`config.mk`:
```
export PLATFORM = sky130hd
export DESIGN_NAME = algo_mrpnwp_wr_sched
export DESIGN_NICKNAME = d
export VERILOG_FILES = /design/src/rtl/algo_mrpnwp_sched_pkg.sv /design/src/rtl/algo_mrpnwp_rr_pick.sv /design/src/rtl/algo_mrpnwp_wr_sched.sv
export SDC_FILE = /design/constraint.sdc
export NUM_CORES = 2
export LEC_CHECK = 0
export CAP_MARGIN = 20
export CORE_AREA = 8 8 634 636
export CTS_BUF_LIST = sky130_fd_sc_hd__clkbuf_16
export CTS_CLUSTER_DIAMETER = 150
export DETAILED_ROUTE_END_ITERATION = 12
export DIE_AREA = 0 0 642 644
export PLACE_DENSITY = 0.47
export SLEW_MARGIN = 25
export SYNTH_ARGS = -nofsm -noshare
export SYNTH_HDL_FRONTEND = slang
export SYNTH_SLANG_ARGS = --single-unit
```
`constraint.sdc`:
```
create_clock -name clk -period 23.4 [get_ports clk]
set_input_delay 4.68 -clock clk [delete_from_list [all_inputs] [get_ports clk]]
set_output_delay 4.68 -clock clk [all_outputs]
set_load 0.02 [all_outputs]
```
`src/rtl/algo_mrpnwp_sched_pkg.sv`:
```
// Shared types and helpers for the multiport write-port scheduler.
//   sched_state_e : scheduler FSM state (INIT waits for memory ready, RUN grants)
//   mod_add       : (a + b) mod m with an explicit single wrap, for a, b < m
package algo_mrpnwp_sched_pkg;

    typedef enum logic {
        INIT = 1'b0,
        RUN  = 1'b1
    } sched_state_e;

    // Single conditional subtract; valid because both operands are already < m.
    function automatic int unsigned mod_add(input int unsigned a,
                                            input int unsigned b,
                                            input int unsigned m);
        int unsigned s;
        s = a + b;
        if (s >= m) begin
            s = s - m;
        end
        return s;
    endfunction

endpackage

```
`src/rtl/algo_mrpnwp_rr_pick.sv`:
```
// Fixed-priority picker over a request vector already rotated so that bit 0
// is the highest priority. Grants up to NUMWRPT requests and packs them onto
// ports 0.. in priority order.
// Optional feature macro: ALGO_WRSCHED_ADRCONF_EN (defer a request whose
// address matches a higher-priority request granted in the same cycle).
//   rreq_i  : rotated request valids
//   radr_i  : rotated request addresses
//   rgnt_o  : rotated grant mask
//   pvld_o  : per-port valid
//   pidx_o  : per-port rotated requester index
module algo_mrpnwp_rr_pick #(
    parameter int unsigned NUMREQ  = 12,
    parameter int unsigned BITREQ  = 4,
    parameter int unsigned NUMWRPT = 9,
    parameter int unsigned BITADDR = 13
) (
    input  logic [NUMREQ-1:0]         rreq_i,
    input  logic [NUMREQ*BITADDR-1:0] rreq_adr_i,
    output logic [NUMREQ-1:0]         rgnt_o,
    output logic [NUMWRPT-1:0]        pvld_o,
    output logic [NUMWRPT*BITREQ-1:0] pidx_o
);

    localparam int unsigned BITPORT = $clog2(NUMWRPT + 1);

`ifndef ALGO_WRSCHED_ADRCONF_EN
    logic unused_adr;
    assign unused_adr = ^rreq_adr_i;
`endif

    // Walk candidates in priority order, filling ports as grants are made.
    always_comb begin
        logic [BITPORT-1:0] cnt;
        logic [NUMREQ-1:0]  g;
        logic               elig;
        g      = '0;
        pvld_o = '0;
        pidx_o = '0;
        cnt    = '0;
        elig   = 1'b0;
        for (int j = 0; j < NUMREQ; j++) begin
            elig = rreq_i[j] && (32'(cnt) < NUMWRPT);
`ifdef ALGO_WRSCHED_ADRCONF_EN
            // Only earlier (higher-priority) candidates that actually won are compared.
            for (int h = 0; h < j; h++) begin
                if (g[h] && (rreq_adr_i[h*BITADDR +: BITADDR] == rreq_adr_i[j*BITADDR +: BITADDR])) begin
                    elig = 1'b0;
                end
            end
`endif
            if (elig) begin
                g[j]                          = 1'b1;
                pvld_o[cnt]                   = 1'b1;
                pidx_o[cnt*BITREQ +: BITREQ]  = BITREQ'(j);
                cnt                           = cnt + 1'b1;
            end
        end
        rgnt_o = g;
    end

endmodule

```
`src/rtl/algo_mrpnwp_wr_sched.sv`:
```
// Round-robin write-port scheduler in front of the multiport memory. Grants up
// to NUMWRPT of NUMREQ requesters per cycle (gnt is combinational) and drives
// the granted writes onto the memory port vector one cycle later.
// Optional feature macro: ALGO_WRSCHED_ADRCONF_EN (same-cycle address-conflict
// deferral, implemented in algo_mrpnwp_rr_pick).
//   clk, rst   : clock, asynchronous active-high reset
//   mem_ready  : memory ready; low stops granting in the same cycle
//   req/req_adr/req_din : per-requester request, address, data
//   gnt        : per-requester grant (combinational)
//   write/wr_adr/din    : registered memory write port vector
//   sched_busy : registered, requests left ungranted in RUN
module algo_mrpnwp_wr_sched
    import algo_mrpnwp_sched_pkg::*;
#(
    parameter int unsigned NUMREQ  = 12,
    parameter int unsigned BITREQ  = 4,
    parameter int unsigned NUMWRPT = 9,
    parameter int unsigned WIDTH   = 64,
    parameter int unsigned BITADDR = 13
) (
    input  logic                       clk,
    input  logic                       rst,
    input  logic                       mem_ready,
    input  logic [NUMREQ-1:0]          req,
    input  logic [NUMREQ*BITADDR-1:0]  req_adr,
    input  logic [NUMREQ*WIDTH-1:0]    req_din,
    output logic [NUMREQ-1:0]          gnt,
    output logic [NUMWRPT-1:0]         write,
    output logic [NUMWRPT*BITADDR-1:0] wr_adr,
    output logic [NUMWRPT*WIDTH-1:0]   din,
    output logic                       sched_busy
);

    sched_state_e               state_q;
    logic [BITREQ-1:0]          ptr_q;
    logic [BITREQ-1:0]          ptr_d;
    logic [NUMWRPT-1:0]         write_q;
    logic [NUMWRPT*BITADDR-1:0] wr_adr_q;
    logic [NUMWRPT*WIDTH-1:0]   din_q;
    logic                       busy_q;

    logic                       grant_en;
    logic [NUMREQ-1:0]          rreq;
    logic [NUMREQ*BITADDR-1:0]  radr;
    logic [NUMREQ-1:0]          rgnt;
    logic [NUMWRPT-1:0]         pvld;
    logic [NUMWRPT*BITREQ-1:0]  pidx;
    logic [NUMWRPT*BITADDR-1:0] port_adr;
    logic [NUMWRPT*WIDTH-1:0]   port_din;

    // mem_ready is used directly so a deassert blocks grants in the same cycle.
    assign grant_en = (state_q == RUN) && mem_ready;

    // Rotate requests so requester ptr sits at position 0; un-rotate grants.
    always_comb begin
        logic [BITREQ-1:0] ridx;
        rreq = '0;
        radr = '0;
        gnt  = '0;
        ridx = '0;
        for (int j = 0; j < NUMREQ; j++) begin
            ridx = BITREQ'(mod_add(32'(ptr_q), j, NUMREQ));
            rreq[j]                      = req[ridx];
            radr[j*BITADDR +: BITADDR]   = req_adr[ridx*BITADDR +: BITADDR];
            gnt[ridx]                    = rgnt[j] & grant_en;
        end
    end

    algo_mrpnwp_rr_pick #(
        .NUMREQ  (NUMREQ),
        .BITREQ  (BITREQ),
        .NUMWRPT (NUMWRPT),
        .BITADDR (BITADDR)
    ) u_pick (
        .rreq_i     (rreq),
        .rreq_adr_i (radr),
        .rgnt_o     (rgnt),
        .pvld_o     (pvld),
        .pidx_o     (pidx)
    );

    // Map each port back to its real requester; the last valid port sets the next ptr.
    always_comb begin
        logic [BITREQ-1:0] psrc;
        logic [BITREQ-1:0] last;
        port_adr = '0;
        port_din = '0;
        psrc     = '0;
        last     = ptr_q;
        for (int k = 0; k < NUMWRPT; k++) begin
            psrc = BITREQ'(mod_add(32'(ptr_q), 32'(pidx[k*BITREQ +: BITREQ]), NUMREQ));
            port_adr[k*BITADDR +: BITADDR] = req_adr[psrc*BITADDR +: BITADDR];
            port_din[k*WIDTH +: WIDTH]     = req_din[psrc*WIDTH +: WIDTH];
            if (pvld[k]) begin
                last = psrc;
            end
        end
        ptr_d = BITREQ'(mod_add(32'(last), 1, NUMREQ));
    end

    // FSM, round-robin pointer and registered memory port.
    always_ff @(posedge clk or posedge rst) begin
        if (rst) begin
            state_q  <= INIT;
            ptr_q    <= '0;
            write_q  <= '0;
            wr_adr_q <= '0;
            din_q    <= '0;
            busy_q   <= 1'b0;
        end else begin
            case (state_q)
                INIT:    if (mem_ready)  state_q <= RUN;
                RUN:     if (!mem_ready) state_q <= INIT;
                default: state_q <= INIT;
            endcase
            busy_q <= (state_q == RUN) && (|(req & ~gnt));
            for (int k = 0; k < NUMWRPT; k++) begin
                write_q[k] <= grant_en & pvld[k];
                // Unused ports keep their previous address and data.
                if (grant_en && pvld[k]) begin
                    wr_adr_q[k*BITADDR +: BITADDR] <= port_adr[k*BITADDR +: BITADDR];
                    din_q[k*WIDTH +: WIDTH]        <= port_din[k*WIDTH +: WIDTH];
                end
            end
            if (grant_en && (|pvld)) begin
                ptr_q <= ptr_d;
            end
        end
    end

    assign write      = write_q;
    assign wr_adr     = wr_adr_q;
    assign din        = din_q;
    assign sched_busy = busy_q;

endmodule

```
==> reports/results.ini <==
[outcome]
status=completed

[yosys]
synth-adder-area-share_pct=1.953
synth_compound_area_share_pct=12.00
synth-simple-area-share_pct=7.095
synthCells=8380
ys_warn_count=0
synth_fp_nets=9464
postSynth.asyncResetShare_pct=100.0
ys.flop_type=dfrtp_1
synthMuxAreaShare_pct=56.21
synth_top_family_by_area=multiplexers
synth_area_leaders=mux4_2, dfrtp_1, a21oi_1
avgSynthCellArea_um2=11.66
synth_edf_count=0
synth_seq_cells=708
syn_area_um2=97750
synth_xor_area_share_pct=0.5197
synth_top_area_share_pct=48.15
synth_top_area_cell=mux4_2
yosysUniqueCellTypes=109
seq_area_frac_synth_pct=18.12

[sta]
final_max_slew_viol_count=0
tns_ps=0
layout_min_cycle_time_ps=21520
hold_viol=0
finalCritPeriodShare_pct=91.97
worst_pin_slew_ps=1153
clock.fmax_mhz=46.47
rsz0062_at_grt=false
skew_ps=51.21
hold_ws_ps=481.9
max-slew-margin-rel_pct=23.16
finalSetupViolCount=0

[cells_and_area]
nFillCells=39230
drive_gt1_share_pct=35.58
syn2layout_area_growth_pct=33.42
layout.cells.most_common_list=mux4_2, clkdlybuf4s50_1, nor2_1
final_common_cell=mux4_2
nets=11120

[routing]
first_pass_iters=8
drt_iter0_drc=17180
routed_via_density=6.581
remaining_drc_errors=0
totalWireLength_mm=695.5
detail-route-antenna-nets=0
vias=102600
wire_per_inst_um=44.60

[global_routing]
antenna_found_initial=366
grt_overflow=0
grt_max_degree=111
grt_usage_pct=32.09
grt_pass1_wl_mm=925.7
grt_pass1_vias=97920

[floorplan]
die_area_um2=413400
core_region_area_um2=391400
start_util_pct=24.98
die_h_um=644
fp.dieW_um=642
core.rowCount=230
ios=1654

[cts]
clock_sinks=708
htree_levels=3
ctsHoldBuffers=0
cts_resized=0
clk_pin_slew_ps=60
clock_path_buffers=4
cts_buffers=112
cts_setup_buffers=0
cts_tree=yes
clkLatencyLatePin_ps=910
cts.root.buffer_cell=clkbuf_16

[critical_path]
cp-start-kind=input port
slowest_delay_ps=680
crit_type=in2out
crit_family=compound AO/OA/AOI/OAI gates
required_ps=18720
reg2regPathDepth=85
cpMostUsedCell=ha_1
critPathBufInv=12
cp-end-kind=output port
crit_cells=57
crit_slowest_cell=clkdlybuf4s50_1
cp_max_fo=9
arrival_ps=16840

[place]
finalWeightedCongestion=0.9811
dp_hpwl_mm=510.1
portBuffers=1653

[worst_hold_path]
holdPathStages=2
hold_class=reg2reg

[run]
drv_cap=0

## worst paths after layout
check / from / end / slack, ps
worst min-delay path: wr_adr[60]$_DFFE_PP0P_ / wr_adr[60]$_DFFE_PP0P_ / 480
max in group asynchronous: rst / din[25]$_DFFE_PP0P_ / 15260
worst max-delay path: req[3] / gnt[2] / 1880
worst min register to register: wr_adr[60]$_DFFE_PP0P_ / wr_adr[60]$_DFFE_PP0P_ / 480
min in group asynchronous: rst / din[187]$_DFFE_PP0P_ / 4360
worst max register to register: ptr_q[0]$_DFFE_PP0P_ / ptr_q[2]$_DFFE_PP0P_ / 5660
## metal layers
metal / wire [µm] / up-vias / GRT usage, %
met1: 247500 / 53090 / 38.79
li1: - / 38090 / -
met4: 55170 / 156 / 20.73
met2: 296200 / 9202 / 46.89
met5: 1001 / - / 0
met3: 95620 / 2071 / 13.42
## registers in the layout (all words and copies together), names as in the netlist
| register | cells |
|---|---|
| wr_adr | 117 |
| sched_busy | 1 |
| write | 9 |
| ptr_q | 4 |
| din | 576 |
| state_q | 1 |
## layout make-up
type | instances | area [µm²] | area share, %
Timing Repair Buffer | 2461 | 24750 | 18.97
Antenna cell | 251 | 628.1 | 0.4816
Clock inverter | 86 | 969.7 | 0.7435
Inverter | 133 | 525.5 | 0.4029
Clock buffer | 113 | 2828 | 2.168
Multi-Input combinational cell | 6621 | 76470 | 58.64
Sequential cell | 708 | 17720 | 13.59
Tap cell | 5220 | 6531 | 5.008
## cells in the mapped netlist, types with 27 or more instances
cell and n:
mux2_2 393, nand2b_1 27, ha_1 135, a221oi_1 35
mux2i_1 338, and2_1 27, o211ai_1 28, a22oi_1 388
nor2_1 920, a21oi_1 890, clkbuf_1 771, nor3_1 46
mux4_2 2090, xnor2_1 40, nand2_1 455, nand3_1 67
inv_1 115, nor2b_1 35, dfrtp_1 708, o21ai_0 320
a31oi_1 53, buf_1 130
## logic make-up after synthesis
family / after synthesis
xor gates and xnor gates: 49
adders and majority gates: 147
and+or+nand+nor: 1669
buffers and inverters: 1051
AOI/OAI and AO/OA: 1930
DFF: 708
muxes: 2826
## tightest hold or removal path, cell delays in order, from the launching register on
cell     delay [ps]
dfrtp_1         340
nand2_1          50
o21ai_0          60
## per-stage QoR
stage	instances	instance area [µm²]	util, %	setup WS, ps
after CTS	15340	129800	33.16	1966
after global placement	15140	126000	32.19	1900
after detailed placement	15140	126000	32.19	2061
after global routing	15510	130200	33.27	1138
after floorplan	8380	97760	-	1408
final	15590	130400	33.32	1879
Power is left out: the tool's default activity adds up to more than one toggle a clock period on the data nets, which glitch-free logic cannot reach.
